### config.mk
export PLATFORM = sky130hd
export DESIGN_NAME = id_stage
export DESIGN_NICKNAME = d
export VERILOG_FILES = /design/src/rtl/id_stage.sv
export SDC_FILE = /design/constraint.sdc
export NUM_CORES = 1
export LEC_CHECK = 0
export ABC_AREA = 0
export ABC_CLOCK_PERIOD_IN_PS = 2650
export CORE_MARGIN = 2
export CORE_UTILIZATION = 39
export CTS_BUF_LIST = sky130_fd_sc_hd__clkbuf_16
export CTS_CLUSTER_SIZE = 10
export DETAILED_ROUTE_END_ITERATION = 16
export GPL_ROUTABILITY_DRIVEN = 0
export HOLD_SLACK_MARGIN = 0.02
export PLACE_DENSITY = 0.75
export SLEW_MARGIN = 0
export SYNTH_ARGS = -nofsm -noshare
export SYNTH_HDL_FRONTEND = slang
export SYNTH_SLANG_ARGS = --single-unit
### constraint.sdc
create_clock -name clk -period 2.65 [get_ports clk]
set_input_delay 0.53 -clock clk [delete_from_list [all_inputs] [get_ports clk]]
set_output_delay 0.53 -clock clk [all_outputs]
set_load 0.05 [all_outputs]
### src/rtl/id_stage.sv
// RV32I decode stage with ID/EX pipeline register.
// Decodes one instruction per cycle behind a valid/ready handshake with flush.
package id_pkg;

  localparam logic [4:0] ALU_X    = 5'd0;
  localparam logic [4:0] ALU_ADD  = 5'd1;
  localparam logic [4:0] ALU_SUB  = 5'd2;
  localparam logic [4:0] ALU_SLL  = 5'd3;
  localparam logic [4:0] ALU_SLT  = 5'd4;
  localparam logic [4:0] ALU_SLTU = 5'd5;
  localparam logic [4:0] ALU_XOR  = 5'd6;
  localparam logic [4:0] ALU_SRL  = 5'd7;
  localparam logic [4:0] ALU_SRA  = 5'd8;
  localparam logic [4:0] ALU_OR   = 5'd9;
  localparam logic [4:0] ALU_AND  = 5'd10;

  localparam logic [1:0] WB_ALU = 2'd0;
  localparam logic [1:0] WB_MEM = 2'd1;
  localparam logic [1:0] WB_PC4 = 2'd2;

  typedef struct packed {
    logic [31:0] pc;
    logic [4:0]  alu_fn;
    logic [31:0] op1;
    logic [31:0] op2;
    logic [31:0] rs1_data;
    logic [31:0] rs2_data;
    logic [4:0]  rd_addr;
    logic        rf_wen;
    logic [1:0]  wb_sel;
    logic        mem_wen;
    logic        mem_ren;
    logic [2:0]  mem_fn;
    logic        br_en;
    logic [2:0]  br_fn;
    logic        jump;
    logic        illegal;
  } id_bundle_t;

endpackage

module id_stage
  import id_pkg::*;
#(
  parameter int XLEN = 32
) (
  input  logic            clk,
  input  logic            rst_n,
  input  logic            in_valid,
  output logic            in_ready,
  input  logic [XLEN-1:0] in_pc,
  input  logic [XLEN-1:0] in_inst,
  output logic [4:0]      rf_rs1_addr,
  output logic [4:0]      rf_rs2_addr,
  input  logic [XLEN-1:0] rf_rs1_data,
  input  logic [XLEN-1:0] rf_rs2_data,
  input  logic            flush,
  output logic            out_valid,
  input  logic            out_ready,
  output logic [XLEN-1:0] out_pc,
  output logic [4:0]      out_alu_fn,
  output logic [XLEN-1:0] out_op1,
  output logic [XLEN-1:0] out_op2,
  output logic [XLEN-1:0] out_rs1_data,
  output logic [XLEN-1:0] out_rs2_data,
  output logic [4:0]      out_rd_addr,
  output logic            out_rf_wen,
  output logic [1:0]      out_wb_sel,
  output logic            out_mem_wen,
  output logic            out_mem_ren,
  output logic [2:0]      out_mem_fn,
  output logic            out_br_en,
  output logic [2:0]      out_br_fn,
  output logic            out_jump,
  output logic            out_illegal
);

  localparam logic [6:0] OPC_OP     = 7'b0110011;
  localparam logic [6:0] OPC_OPIMM  = 7'b0010011;
  localparam logic [6:0] OPC_LOAD   = 7'b0000011;
  localparam logic [6:0] OPC_STORE  = 7'b0100011;
  localparam logic [6:0] OPC_BRANCH = 7'b1100011;
  localparam logic [6:0] OPC_JAL    = 7'b1101111;
  localparam logic [6:0] OPC_JALR   = 7'b1100111;
  localparam logic [6:0] OPC_LUI    = 7'b0110111;
  localparam logic [6:0] OPC_AUIPC  = 7'b0010111;
  localparam logic [6:0] OPC_FENCE  = 7'b0001111;
  localparam logic [6:0] OPC_SYSTEM = 7'b1110011;
  localparam logic [6:0] F7_BASE    = 7'b0000000;
  localparam logic [6:0] F7_ALT     = 7'b0100000;

  function automatic logic [4:0] base_fn(input logic [2:0] f3);
    case (f3)
      3'b000:  return ALU_ADD;
      3'b001:  return ALU_SLL;
      3'b010:  return ALU_SLT;
      3'b011:  return ALU_SLTU;
      3'b100:  return ALU_XOR;
      3'b101:  return ALU_SRL;
      3'b110:  return ALU_OR;
      3'b111:  return ALU_AND;
      default: return ALU_X;
    endcase
  endfunction

  logic [6:0]  opcode_s;
  logic [2:0]  funct3_s;
  logic [6:0]  funct7_s;
  logic [4:0]  rd_s;
  logic [31:0] rs1_val_s, rs2_val_s;
  logic [31:0] imm_i_s, imm_s_s, imm_b_s, imm_u_s, imm_j_s;
  logic        illegal_s;
  logic        load_s;
  id_bundle_t  dec_s;
  id_bundle_t  bundle_d, bundle_q;
  logic        valid_d, valid_q;

  assign opcode_s    = in_inst[6:0];
  assign funct3_s    = in_inst[14:12];
  assign funct7_s    = in_inst[31:25];
  assign rd_s        = in_inst[11:7];
  assign rf_rs1_addr = in_inst[19:15];
  assign rf_rs2_addr = in_inst[24:20];

  // x0 always reads as zero, whatever the regfile returns
  assign rs1_val_s = (rf_rs1_addr == 5'd0) ? 32'd0 : rf_rs1_data;
  assign rs2_val_s = (rf_rs2_addr == 5'd0) ? 32'd0 : rf_rs2_data;

  assign imm_i_s = {{20{in_inst[31]}}, in_inst[31:20]};
  assign imm_s_s = {{20{in_inst[31]}}, in_inst[31:25], in_inst[11:7]};
  assign imm_b_s = {{19{in_inst[31]}}, in_inst[31], in_inst[7], in_inst[30:25], in_inst[11:8], 1'b0};
  assign imm_u_s = {in_inst[31:12], 12'd0};
  assign imm_j_s = {{11{in_inst[31]}}, in_inst[31], in_inst[19:12], in_inst[20], in_inst[30:21], 1'b0};

  // Instruction decode and operand selection
  always_comb begin
    dec_s          = '0;
    dec_s.pc       = in_pc;
    dec_s.rs1_data = rs1_val_s;
    dec_s.rs2_data = rs2_val_s;
    dec_s.alu_fn   = ALU_X;
    illegal_s      = 1'b0;
    case (opcode_s)
      OPC_OP: begin
        dec_s.op1     = rs1_val_s;
        dec_s.op2     = (funct3_s[1:0] == 2'b01) ? {27'd0, rs2_val_s[4:0]} : rs2_val_s;
        dec_s.rd_addr = rd_s;
        dec_s.rf_wen  = (rd_s != 5'd0);
        if (funct7_s == F7_BASE) begin
          dec_s.alu_fn = base_fn(funct3_s);
        end else if ((funct7_s == F7_ALT) && (funct3_s == 3'b000)) begin
          dec_s.alu_fn = ALU_SUB;
        end else if ((funct7_s == F7_ALT) && (funct3_s == 3'b101)) begin
          dec_s.alu_fn = ALU_SRA;
        end else begin
          illegal_s = 1'b1;
        end
      end
      OPC_OPIMM: begin
        dec_s.op1     = rs1_val_s;
        dec_s.op2     = imm_i_s;
        dec_s.rd_addr = rd_s;
        dec_s.rf_wen  = (rd_s != 5'd0);
        dec_s.alu_fn  = base_fn(funct3_s);
        // shift immediates carry the SRA selector in imm[11:5]
        if (funct3_s == 3'b001) begin
          dec_s.op2 = {27'd0, in_inst[24:20]};
          illegal_s = (funct7_s != F7_BASE);
        end else if (funct3_s == 3'b101) begin
          dec_s.op2 = {27'd0, in_inst[24:20]};
          if (funct7_s == F7_ALT) begin
            dec_s.alu_fn = ALU_SRA;
          end else begin
            illegal_s = (funct7_s != F7_BASE);
          end
        end else begin
          illegal_s = 1'b0;
        end
      end
      OPC_LOAD: begin
        dec_s.alu_fn  = ALU_ADD;
        dec_s.op1     = rs1_val_s;
        dec_s.op2     = imm_i_s;
        dec_s.rd_addr = rd_s;
        dec_s.rf_wen  = (rd_s != 5'd0);
        dec_s.wb_sel  = WB_MEM;
        dec_s.mem_ren = 1'b1;
        dec_s.mem_fn  = funct3_s;
        illegal_s     = (funct3_s == 3'b011) || (funct3_s[2:1] == 2'b11);
      end
      OPC_STORE: begin
        dec_s.alu_fn  = ALU_ADD;
        dec_s.op1     = rs1_val_s;
        dec_s.op2     = imm_s_s;
        dec_s.mem_wen = 1'b1;
        dec_s.mem_fn  = funct3_s;
        illegal_s     = funct3_s[2] || (funct3_s[1:0] == 2'b11);
      end
      OPC_BRANCH: begin
        dec_s.alu_fn = ALU_ADD;
        dec_s.op1    = in_pc;
        dec_s.op2    = imm_b_s;
        dec_s.br_en  = 1'b1;
        dec_s.br_fn  = funct3_s;
        illegal_s    = (funct3_s[2:1] == 2'b01);
      end
      OPC_JAL: begin
        dec_s.alu_fn  = ALU_ADD;
        dec_s.op1     = in_pc;
        dec_s.op2     = imm_j_s;
        dec_s.rd_addr = rd_s;
        dec_s.rf_wen  = (rd_s != 5'd0);
        dec_s.wb_sel  = WB_PC4;
        dec_s.jump    = 1'b1;
      end
      OPC_JALR: begin
        dec_s.alu_fn  = ALU_ADD;
        dec_s.op1     = rs1_val_s;
        dec_s.op2     = imm_i_s;
        dec_s.rd_addr = rd_s;
        dec_s.rf_wen  = (rd_s != 5'd0);
        dec_s.wb_sel  = WB_PC4;
        dec_s.jump    = 1'b1;
        illegal_s     = (funct3_s != 3'b000);
      end
      OPC_LUI: begin
        dec_s.alu_fn  = ALU_ADD;
        dec_s.op2     = imm_u_s;
        dec_s.rd_addr = rd_s;
        dec_s.rf_wen  = (rd_s != 5'd0);
      end
      OPC_AUIPC: begin
        dec_s.alu_fn  = ALU_ADD;
        dec_s.op1     = in_pc;
        dec_s.op2     = imm_u_s;
        dec_s.rd_addr = rd_s;
        dec_s.rf_wen  = (rd_s != 5'd0);
      end
      OPC_FENCE, OPC_SYSTEM: begin
        dec_s.alu_fn = ALU_X;
      end
      default: begin
        illegal_s = 1'b1;
      end
    endcase
    if (illegal_s) begin
      dec_s          = '0;
      dec_s.pc       = in_pc;
      dec_s.rs1_data = rs1_val_s;
      dec_s.rs2_data = rs2_val_s;
      dec_s.illegal  = 1'b1;
    end else begin
      dec_s.illegal  = 1'b0;
    end
  end

  assign in_ready = !valid_q || out_ready;
  assign load_s   = in_valid && in_ready;

  // Pipeline register next state: flush > load > drain > hold
  always_comb begin
    valid_d  = valid_q;
    bundle_d = bundle_q;
    if (flush) begin
      valid_d = 1'b0;
    end else if (load_s) begin
      valid_d  = 1'b1;
      bundle_d = dec_s;
    end else if (out_ready && !in_valid) begin
      valid_d = 1'b0;
    end else begin
      valid_d = valid_q;
    end
  end

  // ID/EX register with synchronous reset
  always_ff @(posedge clk) begin
    if (!rst_n) begin
      valid_q  <= 1'b0;
      bundle_q <= '0;
    end else begin
      valid_q  <= valid_d;
      bundle_q <= bundle_d;
    end
  end

  assign out_valid    = valid_q;
  assign out_pc       = bundle_q.pc;
  assign out_alu_fn   = bundle_q.alu_fn;
  assign out_op1      = bundle_q.op1;
  assign out_op2      = bundle_q.op2;
  assign out_rs1_data = bundle_q.rs1_data;
  assign out_rs2_data = bundle_q.rs2_data;
  assign out_rd_addr  = bundle_q.rd_addr;
  assign out_rf_wen   = bundle_q.rf_wen;
  assign out_wb_sel   = bundle_q.wb_sel;
  assign out_mem_wen  = bundle_q.mem_wen;
  assign out_mem_ren  = bundle_q.mem_ren;
  assign out_mem_fn   = bundle_q.mem_fn;
  assign out_br_en    = bundle_q.br_en;
  assign out_br_fn    = bundle_q.br_fn;
  assign out_jump     = bundle_q.jump;
  assign out_illegal  = bundle_q.illegal;

endmodule

==> run_results.csv <==
group,metric,value,unit
timing,setup_viol,0,
synth,synth_edf_count,0,
floorplanning,dieArea,21430,um^2
clock_network,cts_made_buffers,17,
timing,finalCritPeriodShare,96.09,%
power,clkPwrFrac,38.4,%
worst_hold_path,hold_depth,2,
synth,avgSynthCellArea,8.728,um^2
final_layout,area_growth,57.75,%
floorplanning,coreArea,20040,um^2
detailed_routing,wl,28630,um
final_layout,diodes,0,
synth,synth_nets,1045,
global_route,grt_pass1_wl,44530,um
setup_path,cp-end-kind,"register",
synth,postSynthCellCount,906,
timing,hold_viol_final,0,
global_route,grt_overflow,0,
timing,skew,8.324,ps
synth,yosysSeqAreaShare,46.33,%
detailed_routing,drtAntennaViolNets,0,
synth,synth_ff_type,"dfxtp_1",
synth,yosys_warnings,0,
timing,whs,449.6,ps
setup_path,start_kind,"input pin",
setup_path,required,3010,ps
placed_design,dp.final_hpwl,21220,um
synth,ys_ff_latch,183,
power,p_leak,4.535,nW
floorplanning,die_w,146.4,um
power,netSwitchingFraction,28.71,%
clock_network,htree_num_levels,4,
final_layout,drive_gt1_share,11.61,%
synth,synthTopCellsByArea,"dfxtp_1, nand2_1, a21boi_0",
timing,worstMarginPinSlew,587.0,ps
clock_network,cts_tree,"yes",
floorplanning,std_cell_rows,52,
final_layout,fillers,1761,
global_route,grt_max_degree,64,
power,p_int,4.616,mW
placed_design,portBuffers,327,
run_status,outcome,"complete, no violations",
timing,slew_headroom,60.57,%
timing,fmax,392.7,MHz
clock_network,cts.clk_slew.worst_paths,70,ps
detailed_routing,drc_errors,0,
detailed_routing,viasPerCell,5.470,
worst_hold_path,hold_path.class,"register to register",
clock_network,clock_path_buffers,2,
synth,synthArstFlopShare,0,%
timing,rsz0062_at_grt,"false",
setup_path,crit_arrival,2910,ps
final_layout,utilization,62.25,%
detailed_routing,vias,8352,
synth,synth_cell_types,53,
clock_network,cts-root-buf,"clkbuf_16",
power,combinationalPowerShare,17.5,%
power,p_seq_share,44.1,%
synth,synth_most_common_cell,"nand2_1",
detailed_routing,first_iter_violations,713,
final_layout,layout.nets,1383,
synth,syn_area,7908,um^2
setup_path,crit_type,"input pin to register",
clock_network,clock_latency,420,ps
floorplanning,initial_core_util,39.46,%
power,vdd_drop_max,422.5,uV
timing,final.min_clock_period,2546,ps
global_route,grt_pass1_vias,7945,
global_route,antenna_found_initial,0,
power,power,6.475,mW
synth,synth_top_area_cell,"dfxtp_1",
timing,slew_violations,0,
clock_network,hold_buffers,0,
detailed_routing,drt_pass1_iterations,5,
floorplanning,io-pin-count,329,
placed_design,dp_slack,-308.0,ps
detailed_routing,wire_per_inst,18.75,um
clock_network,postCtsSetupBuffers,0,
global_route,grt_usage,26.03,%
power,p_switching,1.859,mW
timing,fin_ws,103.7,ps
clock_network,cts.sinks,183,
synth,yosysTopAreaCellShare,46.33,%
flow_run,drv_cap,0,
setup_path,worstPathMaxFanout,15,
setup_path,rr_worst_depth,9,
power,powerDensity,519.1,nW/um^2
synth,ys_top_cells_by_count,"nand2_1, dfxtp_1, a21boi_0, nand3_1, clkbuf_1",
floorplanning,die_y,146.4,um
[metal layers]
metal  global-route usage, %  vias to the layer above  wire [um]
li1                        -                     3943          -
met1                   32.46                     3976      11620
met2                   43.00                      376      13610
met3                   7.219                       57       2529
met4                   9.854                        0        878
met5                       0                        -          0
[cell families after synthesis]
logic type	after synthesis	synth area share [%]
simple gates	331	18.39
buf+inv	100	6.076
compound gates	281	27.67
fa+ha+maj	6	0.9493
mux	4	0.5380
flops	183	46.33
other cells	1	0.04742
[area by class of cell]
type                            count  area, um^2  share of cell area (%)
Clock buffer                       17       425.4                   3.410
Clock inverter                     15       146.4                   1.174
Inverter                            6       22.52                  0.1805
Multi-Input combinational cell    623        3792                   30.40
Sequential cell                   183        3664                   29.37
Tap cell                          270       337.8                   2.708
Timing Repair Buffer              413        4086                   32.76
[what timing repair did]
item,4_1_cts,5_1_grt
endpoints found under the setup margin,0,1
endpoints found under the hold margin,0,0
gates resized for setup,0,1
[state kept, by name, summed over array words and instances, names as in the netlist, 2 cells and up]
signal	flops
out_rd_addr	5
out_op1	32
out_rs2_data	32
out_rs1_data	32
out_wb_sel	2
out_br_fn	3
out_op2	32
out_pc	32
out_mem_fn	3
out_alu_fn	4
[stage by stage]
| step | setup TNS (ps) | area (um^2) | instances |
|---|---|---|---|
| after floorplan | 0 | 7908 | 906 |
| after global routing | 0 | 12470 | 1527 |
| after global placement | -21430 | 11900 | 1495 |
| after CTS | 0 | 12470 | 1527 |
| after detailed placement | -21870 | 11900 | 1495 |
| final | 0 | 12470 | 1527 |
[worst max-delay path, cell delays in order]
cell and delay [ps]:
clkdlybuf4s50_1 420, or4_4 610, a2111oi_4 240, o211ai_2 130
nor4_4 300, buf_4 170, and2_1 160, buf_12 150
a32o_1 170
[worst paths after layout]
kind                                  start              to  slack (ps)
worst max-delay path            in_inst[25]  out_rd_addr[0]         100
worst min-delay path            out_op1[24]     out_op1[24]         450
worst max register to register    out_valid  out_rd_addr[0]         550
worst min register to register  out_op1[24]     out_op1[24]         450
[power groups by stage]
stage	Clock [mW]	Combinational (mW)	Sequential (mW)
after CTS	2.54	1.14	2.86
after global routing	2.66	1.20	2.86
after floorplan	0	0.315	3.16
after detailed placement	0	1.13	2.92
final	2.48	1.14	2.85
after global placement	0	1.13	2.92
[cells in the final DEF, fill, tap and decap left out, types with 2 or more instances in the layout]
master and n:
o21ai_0 35, nor2b_1 3, a31oi_1 2, clkinv_4 2, mux2i_1 2, dfxtp_1 183
a21boi_0 96, and2_1 3, inv_1 7, a2111oi_0 2, a32o_1 21, clkbuf_16 17
ha_1 6, nand3b_1 2, o21ai_1 7, nand2_1 205, mux2_2 2, inv_8 4
nor3b_1 2, o32a_1 2, or2_2 2, and3_1 2, nor4_1 2, o22ai_1 3
a32oi_1 55, a21oi_1 9, nand3_1 69, buf_4 81, clkinvlp_4 5, nand2_2 3
nor2_1 14, nor3_1 8, buf_12 16, a22o_1 36, o2bb2ai_1 2, clkdlybuf4s50_1 315
nor2_2 2, o31ai_1 2, nand2b_1 5
Power figures use the tool's default switching activity.
